==> src/rtl/uxa_ps2_fifo_pkg.sv <==
// Shared constants for the UXA PS/2 controller byte FIFO.
//   PS2_FIFO_WIDTH : default data width in bits
//   PS2_FIFO_AW    : default pointer width
//   PS2_FIFO_DEPTH : number of slots (one is always left empty)
package uxa_ps2_fifo_pkg;

  localparam int unsigned PS2_FIFO_WIDTH = 8;
  localparam int unsigned PS2_FIFO_AW    = 4;
  localparam int unsigned PS2_FIFO_DEPTH = 1 << PS2_FIFO_AW;

  typedef logic [PS2_FIFO_WIDTH-1:0] ps2_byte_t;

endpackage

==> src/rtl/uxa_ps2_fifo_if.sv <==
// Bus bundle between the PS/2 FIFO and its users.
//   master : producer/consumer side, drives d_i, we_i, wp_inc_i, rp_inc_i
//   slave  : the FIFO, drives q_o, full_o, data_available_o
interface uxa_ps2_fifo_if
  import uxa_ps2_fifo_pkg::*;
#(
  parameter int unsigned WIDTH = PS2_FIFO_WIDTH
);

  logic [WIDTH-1:0] d_i;
  logic             we_i;
  logic             wp_inc_i;
  logic [WIDTH-1:0] q_o;
  logic             rp_inc_i;
  logic             full_o;
  logic             data_available_o;

  modport master (
    output d_i,
    output we_i,
    output wp_inc_i,
    output rp_inc_i,
    input  q_o,
    input  full_o,
    input  data_available_o
  );

  modport slave (
    input  d_i,
    input  we_i,
    input  wp_inc_i,
    input  rp_inc_i,
    output q_o,
    output full_o,
    output data_available_o
  );

endinterface

==> src/rtl/uxa_ps2_fifo.sv <==
// Byte FIFO between PS/2 receive logic and the bus-side reader.
// Writing (we_i) and committing (wp_inc_i) are separate strobes so a byte can be
// staged before it becomes visible to the reader. q_o shows the head slot combinationally;
// rp_inc_i pops it. One slot is kept empty, so 2**AW-1 bytes fit.
// Ports:
//   sys_clk_i   : clock, all state on rising edge
//   sys_reset_i : synchronous active-high reset of both pointers (memory kept)
//   bus         : slave modport of uxa_ps2_fifo_if
module uxa_ps2_fifo
  import uxa_ps2_fifo_pkg::*;
#(
  parameter int unsigned WIDTH = PS2_FIFO_WIDTH,
  parameter int unsigned AW    = PS2_FIFO_AW
) (
  input  logic           sys_clk_i,
  input  logic           sys_reset_i,
  uxa_ps2_fifo_if.slave  bus
);

  localparam int unsigned DEPTH = 1 << AW;

  logic [WIDTH-1:0] mem [DEPTH];
  logic [AW-1:0]    wp_q, wp_d;
  logic [AW-1:0]    rp_q, rp_d;
  logic             full;
  logic             avail;

  // Pointer arithmetic wraps naturally at AW bits.
  assign full  = (wp_q + AW'(1)) == rp_q;
  assign avail = wp_q != rp_q;

  assign bus.full_o           = full;
  assign bus.data_available_o = avail;
  assign bus.q_o              = mem[rp_q];

  always_comb begin
    wp_d = wp_q;
    rp_d = rp_q;
    if (bus.wp_inc_i && !full) wp_d = wp_q + AW'(1);
    if (bus.rp_inc_i && avail) rp_d = rp_q + AW'(1);
  end

  always_ff @(posedge sys_clk_i) begin
    if (sys_reset_i) begin
      wp_q <= '0;
      rp_q <= '0;
    end else begin
      wp_q <= wp_d;
      rp_q <= rp_d;
    end
  end

  // Storage is not reset; a write always lands at the pre-edge wp, even when committed
  // in the same cycle.
  always_ff @(posedge sys_clk_i) begin
    if (!sys_reset_i && bus.we_i && !full) begin
      mem[wp_q] <= bus.d_i;
    end
  end

endmodule

==> src/flat_wrapper.sv <==
// flat-port wrapper written by rule: the top's interface ports become plain ports
module uxa_ps2_fifo_flat import uxa_ps2_fifo_pkg::*;
#(
  parameter int unsigned WIDTH = PS2_FIFO_WIDTH,
  parameter int unsigned AW    = PS2_FIFO_AW
)
  (sys_clk_i, sys_reset_i, bus_d_i, bus_we_i, bus_wp_inc_i, bus_rp_inc_i, bus_q_o, bus_full_o, bus_data_available_o);
  uxa_ps2_fifo_if #(.WIDTH(WIDTH)) bus_i ();
  input  logic sys_clk_i;
  input  logic sys_reset_i;
  input wire logic [$bits(bus_i.d_i)-1:0] bus_d_i;
  input wire logic [$bits(bus_i.we_i)-1:0] bus_we_i;
  input wire logic [$bits(bus_i.wp_inc_i)-1:0] bus_wp_inc_i;
  input wire logic [$bits(bus_i.rp_inc_i)-1:0] bus_rp_inc_i;
  output wire logic [$bits(bus_i.q_o)-1:0] bus_q_o;
  output wire logic [$bits(bus_i.full_o)-1:0] bus_full_o;
  output wire logic [$bits(bus_i.data_available_o)-1:0] bus_data_available_o;
  assign bus_i.d_i = bus_d_i;
  assign bus_i.we_i = bus_we_i;
  assign bus_i.wp_inc_i = bus_wp_inc_i;
  assign bus_i.rp_inc_i = bus_rp_inc_i;
  assign bus_q_o = bus_i.q_o;
  assign bus_full_o = bus_i.full_o;
  assign bus_data_available_o = bus_i.data_available_o;
  uxa_ps2_fifo #(.WIDTH(WIDTH), .AW(AW)) u_core (.sys_clk_i(sys_clk_i), .sys_reset_i(sys_reset_i), .bus(bus_i));
endmodule
==> config.mk <==
export PLATFORM = sky130hd
export DESIGN_NAME = uxa_ps2_fifo_flat
export DESIGN_NICKNAME = d
export VERILOG_FILES = /design/src/rtl/uxa_ps2_fifo_pkg.sv /design/src/rtl/uxa_ps2_fifo_if.sv /design/src/rtl/uxa_ps2_fifo.sv /design/src/flat_wrapper.sv
export SDC_FILE = /design/constraint.sdc
export NUM_CORES = 1
export LEC_CHECK = 0
export ABC_CLOCK_PERIOD_IN_PS = 3600
export CORE_UTILIZATION = 47
export CTS_CLUSTER_SIZE = 8
export DETAILED_ROUTE_END_ITERATION = 10
export DONT_BUFFER_PORTS = 1
export GPL_TIMING_DRIVEN = 0
export PLACE_DENSITY = 0.72
export SLEW_MARGIN = 20
export SYNTH_ARGS = -nofsm -noshare
export SYNTH_HDL_FRONTEND = slang
export SYNTH_SLANG_ARGS = --single-unit
==> constraint.sdc <==
create_clock -name sys_clk_i -period 3.6 [get_ports sys_clk_i]
set_input_delay 0.36 -clock sys_clk_i [delete_from_list [all_inputs] [get_ports sys_clk_i]]
set_output_delay 0.36 -clock sys_clk_i [all_outputs]
set_load 0.02 [all_outputs]
==> results of run 1 <==
-- cell usage after synthesis --
library cell / number / area [um2]
sky130_fd_sc_hd__xnor3_1: 1 / 22.5
sky130_fd_sc_hd__edfxtp_1: 128 / 3840
sky130_fd_sc_hd__ha_1: 5 / 62.6
sky130_fd_sc_hd__a31oi_1: 2 / 12.5
sky130_fd_sc_hd__mux4_2: 40 / 901
sky130_fd_sc_hd__xor2_1: 5 / 43.8
sky130_fd_sc_hd__or4_1: 3 / 22.5
sky130_fd_sc_hd__or3b_2: 1 / 8.76
sky130_fd_sc_hd__inv_1: 4 / 15.0
sky130_fd_sc_hd__nor2_1: 9 / 33.8
sky130_fd_sc_hd__buf_2: 5 / 25.0
sky130_fd_sc_hd__xnor2_1: 2 / 17.5
sky130_fd_sc_hd__nor4_1: 12 / 75.1
sky130_fd_sc_hd__nand4_1: 1 / 6.26
sky130_fd_sc_hd__mux2i_1: 2 / 20.0
sky130_fd_sc_hd__o2111ai_1: 2 / 17.5
sky130_fd_sc_hd__buf_1: 2 / 7.51
sky130_fd_sc_hd__clkbuf_1: 6 / 22.5
sky130_fd_sc_hd__a21oi_1: 2 / 10.0
sky130_fd_sc_hd__xor2_2: 1 / 16.3
sky130_fd_sc_hd__and3_1: 1 / 6.26
sky130_fd_sc_hd__nand2b_1: 2 / 12.5
sky130_fd_sc_hd__nand2_1: 12 / 45.0
sky130_fd_sc_hd__or2_2: 1 / 6.26
sky130_fd_sc_hd__dfxtp_1: 12 / 240
sky130_fd_sc_hd__o21ai_0: 5 / 25.0
sky130_fd_sc_hd__or3_1: 3 / 18.8
sky130_fd_sc_hd__nand3_1: 3 / 15.0
sky130_fd_sc_hd__o41ai_2: 1 / 16.3
-- sequential cells by signal, indices dropped and copies added (netlist names), named ones only --
name	flops
u_core.rp_q	4
u_core.mem	128
u_core.wp_q	4
-- worst max-delay path: cells and delay by family (launching register included) --
kind | cells | cell delay, ns
buffers and inverters | 2 | 0.73
flip-flops | 1 | 0.31
multiplexers | 2 | 1.18
-- cell families after synthesis --
kind of cell               after synthesis  share of synthesized area [%]
buffers and inverters                   17                           1.26
adders and majority gates                5                           1.12
AOI/OAI and AO/OA                       12                           1.46
and+or+nand+nor                         48                           4.49
xor gates and xnor gates                 9                           1.80
muxes                                   42                           16.5
DFF                                    140                           73.3
-- report_power, final --
part	switching [mW]	leakage (nW)	internal (mW)
combinational	0.490	0.508	0.339
clock	0.716	0.279	0.975
sequential	0.0399	1.25	1.83
-- path summary, 6_finish.rpt --
kind	endpoint	cells after the start	slack (ns)	from
min reg2reg	u_core.rp_q[3]	2	0.57	u_core.rp_q[3]
max	bus_q_o[1]	4	0.60	flip-flop
max reg2reg	u_core.mem[15][7]	8	0.66	u_core.wp_q[0]
min	u_core.mem[12][7]	0	0.04	bus_d_i[7]
-- metrics by stage --
step / utilization, % / TNS [ns]
3_5_place_dp: 51.4 / 0
3_3_place_gp: 50.1 / -1.31
5_1_grt: 56.4 / 0
2_1_floorplan: - / 0
6_report: 56.4 / 0
4_1_cts: 56.4 / 0
-- per-layer routing --
layer | global-route usage (%) | vias up | part of all wire [%]
li1 | - | 1198 | -
met1 | 25.1 | 1432 | 43
met2 | 31.6 | 84 | 51
met3 | 5.74 | 10 | 5.2
met4 | 5.87 | 0 | 1.0
met5 | 0 | - | 0
-- cell type report --
class                           count  area [um2]  share of cell area (%)
Buffer                             13        55.1                   0.851
Clock buffer                       17         425                    6.58
Clock inverter                     15         153                    2.36
Inverter                            4        15.0                   0.232
Multi-Input combinational cell    116        1490                    23.0
Sequential cell                   140        4080                    63.1
Tap cell                          143         179                    2.77
Timing Repair Buffer               12        67.6                    1.04
==> impl_summary.md, run 1 <==
Global route
The global-route total usage across every layer is 19.3%. The maximum number of pins on one net before global-route repair is 17. The via count of the first global-routing pass was roughly 2900. The number of antenna violations at the first check in global routing is 0. The wire length of the first global-routing pass is between 15000 and 20000 um.

The leftover overflow at the end of global routing is 0.

Cells and area
The net count of the finished layout is 322. The repair_antennas step left the layout with diodes totalling 0. The fraction of final layout cells with drive strength greater than 1 is 32.8%.

The layout overhead on the synthesized area is 16.2%. The non-filler instance count after layout is 460. The finished cells cover roughly 6500 um2. Leaving out fill and tap cells, the most frequent cells in the layout are sky130_fd_sc_hd__edfxtp_1 (128), sky130_fd_sc_hd__mux4_2 (40), sky130_fd_sc_hd__clkbuf_16 (17). The most common cell after layout, fill and taps aside is sky130_fd_sc_hd__edfxtp_1.

After filler insertion, the fill cell instance count of the layout stands at around 800.

Timing
Setup repair after global routing left no endpoint under its margin. Between clock sinks in the finished design, the worst skew comes to 0.0109 ns. Subtracting the final worst setup slack from the clock period gives 3.00 ns. The maximum achievable frequency is between 0.3 and 0.4 GHz. In this run the tightest slew margin relative to its limit is 34.2%.

The count of endpoints failing setup in the final report is 0. The number of max-slew violations in the final report came to 0. The tightest hold path in the finished design has a slack of approximately 0.037 ns. In the finished design, the share of the clock period the worst path needs comes to between 80 and 90%.

For the pin with the worst max-slew slack, the measured transition is 0.984 ns. The hold violation total from the final report came to 0. The worst setup margin is 0.596 ns.

Logic synthesis
Synthesis produced roughly 270 cells. The netlist area before placement is 5570 um2. The synthesized net count is about 290. Each instance of the synthesized netlist takes up on average a little over 20 um2.

The proportion of synthesized chip area in sequential cells is between 70 and 80%. After synthesis, the netlist uses 29 different library cells. During synthesis, Yosys emitted a total of 0 warnings. In this run, synthesis produced a sequential element count of 140.

Clock network
TritonCTS built the clock tree. The clock transition at the registers of the reported paths is ~0.07 ns. The number of sinks driven by the clock tree is 140. The number of H-tree branching levels is 4. The worst-case clock buffer depth is 2. The count of hold buffers inserted by post-cts repair is 0. The quantity of gates resized following cts is 0. The number of setup buffers added after CTS is 0. Counting the buffers created by CTS gives 17. The later pin in the worst-skew pair is clocked with a latency of ~0.42 ns. The cell sitting at the root of the clock tree is a sky130_fd_sc_hd__clkbuf_16.

Placement
Once placement finished, the instance area stood at a little under 6000 um2. The weighted congestion reported at the end of routability-driven placement is just under 0.8. The post-placement cell count is around 430.

The quantity of I/O buffers inserted on ports is 0. The post-placement setup slack is around 0.58 ns. Once detailed placement completed, the half-perimeter wirelength came to a little over 7000 um.

Route
After the first detailed-routing iteration, the DRC count stood at 280. The post-detailed-routing wire length is 10700 um. The via count is approximately 2700. The iteration count of the initial detailed-routing pass is 5. Using the TritonRoute via totals, the vias-per-cell ratio works out to 5.92. The remaining antenna violation count after routing is 0. The DRC violation count after routing is 0. The average wire per standard cell is ~23 um.

Setup path
The category of the worst setup path launch point is a flip-flop. Walking the worst path, the cells encountered are clkbuf_1 > buf_2 > mux4_2 > mux4_2. The peak fanout along the critical path is 10.

The required time reported for the critical path endpoint is approximately 3.2 ns. The most numerous cell type found on the critical path is sky130_fd_sc_hd__mux4_2. On the worst path, the slowest cell contributes a delay of approximately 0.60 ns. The data arrival time of the critical path is roughly 2.6 ns.

The category of the critical setup timing path is flip-flop to output pin. The endpoint kind of the worst setup timing path is an output pin. The slowest stage of the critical path is the sky130_fd_sc_hd__mux4_2 cell.

Floorplan
For this design the top-level I/O count stands at 23. From left edge to right edge, the die measures roughly 110 um. The vertical die dimension is 111 um. The die outline area is ~12000 um2. In this run the core area contains 39 standard-cell rows.

The core region is between 10000 and 15000 um2. The starting density of the core is approximately 49%.

Power
The post-route total power is ~4.4 mW. VDD sags by at most 0.455 mV. For this design the static power due to leakage is around 2 nW. Dividing total power by cell area gives a power density of roughly 680 nW/um2.

Outcome
The flow ran to the end, and the final reports show no timing, DRC or antenna violations.

Run
Max-cap violations in this run came to 0.

Hold path
In this run the worst hold path is classified as input pin to flip-flop.
Note: power is estimated with default switching activity, not from simulation.
==> inputs of run 2 (changes only) <==
--- a/config.mk
+++ b/config.mk
@@ -5,7 +5,7 @@
 export SDC_FILE = /design/constraint.sdc
 export NUM_CORES = 1
 export LEC_CHECK = 0
-export ABC_CLOCK_PERIOD_IN_PS = 3600
+export ABC_CLOCK_PERIOD_IN_PS = 2890
 export CORE_UTILIZATION = 47
 export CTS_CLUSTER_SIZE = 8
 export DETAILED_ROUTE_END_ITERATION = 10
==> constraint.sdc (replaced) <==
create_clock -name sys_clk_i -period 2.89 [get_ports sys_clk_i]
set_input_delay 0.289 -clock sys_clk_i [delete_from_list [all_inputs] [get_ports sys_clk_i]]
set_output_delay 0.289 -clock sys_clk_i [all_outputs]
set_load 0.02 [all_outputs]
==> run 2 against run 1 <==
  * Global-route usage rose by 0.23 points
  * Combinational power is 35% higher
  * Setup slack worse by 0.50 ns
  * Clock skew hardly changed
  * Worst hold slack improved by 0.0084 ns
  * Sequential power increased by 26%
  * Die area is the same
  * Critical path depth fell by 1
  * Non-clock buffer count rose by 7
  * Largest cell class unchanged
  * Highest routed layer unchanged
==> impl_summary.md, run 2 (synthesis gave the netlist of run 1 again) <==
Outcome
The flow ran to the end, and the final reports show no timing, DRC or antenna violations.

Setup path
Among the stages of the critical path, the cell type that occurs most often is sky130_fd_sc_hd__mux4_2. The endpoint kind of the worst setup timing path is an output pin. The endpoint identified for the worst register-to-register timing path is u_core.mem[15][7]. The critical-path cell with the highest stage delay is sky130_fd_sc_hd__clkbuf_1. The peak fanout along the critical path is 10 (unchanged).

Traced cell by cell, the critical path runs through clkbuf_1 > mux4_2 > mux4_2. The required time reported for the critical path endpoint is 2.60 ns (-0.64 ns). The register-to-register setup slack was 0.19 ns (-0.47 ns). The depth of the worst register-to-register path is 8 (unchanged). The worst setup path is launched from a flip-flop. By startpoint and endpoint, the worst setup path is classified as flip-flop to output pin. The data arrival time of the critical path came to 2.50 ns (-0.14 ns). The worst register-to-register path begins at u_core.wp_q[0].

The delay of the slowest cell on the worst path was 0.61 ns (about the same).

Route
The amount of wire on met2 after detailed routing is 5530 um (+1.1%). The post-detailed-routing wire length is 10800 um (+1.1%). The remaining antenna violation count after routing is 0 (unchanged). The average wire per standard cell is 23.2 um (-0.39%). The met3 routed wirelength is 543 um (-2.5%). The vias per cell came to 5.90 (-0.38%). The detailed router used layers up to and including met4. The starting DRC count in detailed routing was 264 (-5.7%). The iteration count of the initial detailed-routing pass is 4 (-1). The via count was 2755 (+1.1%). The DRC violation count after routing was 0 (unchanged). The met1 layer wirelength in the final routing is 4560 um (-0.11%).

Clock network
The worst-case clock buffer depth is 2 (unchanged). The clock transition at the registers of the reported paths is 0.06 ns (about the same). The number of sinks driven by the clock tree came to 140 (unchanged). The clock tree root buffer cell is sky130_fd_sc_hd__clkbuf_16.

TritonCTS built the clock tree. The CTS buffer count is 17 (unchanged). The later-pin clock latency in the skew report is 0.42 ns (about the same). The number of H-tree branching levels came to 4 (unchanged).

The number of buffers inserted to repair setup after CTS was 0 (unchanged).

Global route
The global-route total usage across every layer was 19.6% (+0.23 points). The wire length of the first global-routing pass is 17300 um (+1.2%). The via count of the first global-routing pass was 2920 (+2.0%). The maximum number of pins on one net before global-route repair is 17 (unchanged).

The number of antenna violations at the first check in global routing is 0 (unchanged). The leftover overflow at the end of global routing came to 0 (unchanged).

Timing
The setup total negative slack is 0 ns (unchanged). The maximum achievable frequency is 0.358 GHz. The post-route fraction of the period consumed by the critical path is 96.6%. The worst setup margin is 0.0985 ns (-0.497 ns). The worst slew margin relative to its limit is 47.0% (+13 points). The count of endpoints failing setup in the final report came to 0 (unchanged).

The hold violation total from the final report was 0 (unchanged). The worst clock skew came to 0.0105 ns (-0.000440 ns). The transition time at the pin with the least slew margin is 0.791 ns (-0.192 ns). For the finished layout, the period the worst path requires is roughly 2.8 ns. The number of max-slew violations in the final report is 0 (unchanged).

Setup repair after global routing could not meet its margin everywhere.

Placement
The post-placement setup slack is -0.135 ns (-0.710 ns). The post-DP HPWL is 7250 um (unchanged). The quantity of I/O buffers inserted on ports came to 0 (unchanged). The weighted congestion reported at the end of routability-driven placement is 0.784 (unchanged).

Cells and area
The number of flip-flops under the largest register name is 128 (unchanged). The layout overhead on the synthesized area is 18.8%. The library cell used most frequently in the layout, excluding fill and tap cells, is sky130_fd_sc_hd__edfxtp_1. The top register by number of flip-flops is u_core.mem. The largest registers in the layout are u_core.mem x128, u_core.rp_q x4, u_core.wp_q x4. In the layout the commonest cells are sky130_fd_sc_hd__edfxtp_1 (128), sky130_fd_sc_hd__mux4_2 (40), sky130_fd_sc_hd__clkbuf_16 (17). The diode insertion count for antenna repair is 0 (unchanged). The fraction of final layout cells with drive strength greater than 1 was 33.0% (+0.22 points). The total number of nets in the final design is 329 (+2.2%). The core utilization of the finished layout is 57.7% (+1.3 points).

Hold path
The type of the tightest min-delay check is input pin to flip-flop. The launch point of the worst hold path is bus_wp_inc_i. The instance count along the most critical hold path is 1 (+1). The worst hold endpoint is u_core.wp_q[0].

Floorplan
The area of the core is 11500 um2 (unchanged). The starting density of the core is 48.6% (unchanged). The chip width is 111 um (unchanged).

The I/O pin count is 23 (unchanged). The row count is 39 (unchanged). The vertical die dimension is 111 um (unchanged). The die outline area is 12300 um2 (unchanged).

Power
The static leakage came to 2.08 nW (+2.0%). The worst ir drop on vdd is 0.570 mV (+25%). The power density over the cells is 843 nW/um2 (+24%).

Run
The max-cap check violation count was 0 (unchanged).
[run 2: worst max-delay path, delay by kind of cell (launching register included)]
family,cells,cell delay (ns)
muxes,2,1.03
DFF,1,0.45
buffers and inverters,1,0.61
[run 2: routing by layer]
layer	track usage, %	up-vias
li1	-	1211
met1	25.4	1438
met2	32.2	88
met3	5.19	18
met4	6.58	0
met5	0	-
[run 2: metrics by stage]
step | std cells | instance area [um2] | hold WS, ns | power, mW
after floorplan | 273 | 5570 | 0.388 | 3.15
after global placement | 416 | 5750 | 0.389 | 3.36
after detailed placement | 428 | 5890 | 0.389 | 3.42
after CTS | 468 | 6590 | 0.0298 | 5.59
after global routing | 467 | 6620 | 0.0531 | 5.78
final | 467 | 6620 | 0.0458 | 5.58
[run 2: what timing repair did]
| item | in CTS | in global routing |
|---|---|---|
| endpoints found under the setup margin | 23 | 58 |
| resized for setup | 7 | 7 |
| endpoints found under the hold margin | 128 | 0 |
| hold buffers | 8 | 0 |
[run 2: worst max path at each step]
| stage | end |
|---|---|
| after floorplan | u_core.mem[10][0] |
| after global placement | u_core.mem[3][4] |
| after detailed placement | u_core.mem[15][4] |
| after CTS | u_core.mem[9][0] |
| after global routing | u_core.mem[4][1] |
| final | bus_q_o[1] |
[run 2: final cells by class]
type / instances / area, um2
flip-flops and latches: 140 / 4080
well taps: 143 / 179
fillers: 814 / 4850
clock inverters: 15 / 153
repair buffers: 20 / 148
clock buffers: 17 / 425
inverters: 4 / 15.0
plain buffers: 12 / 65.1
multi-input cells: 116 / 1550
[run 2: report_power, final]
part | switching (mW) | total (mW) | internal (mW)
registers | 0.0620 | 2.35 | 2.28
clock network | 0.893 | 2.11 | 1.21
logic | 0.660 | 1.12 | 0.465
total | 1.61 | 5.58 | 3.96
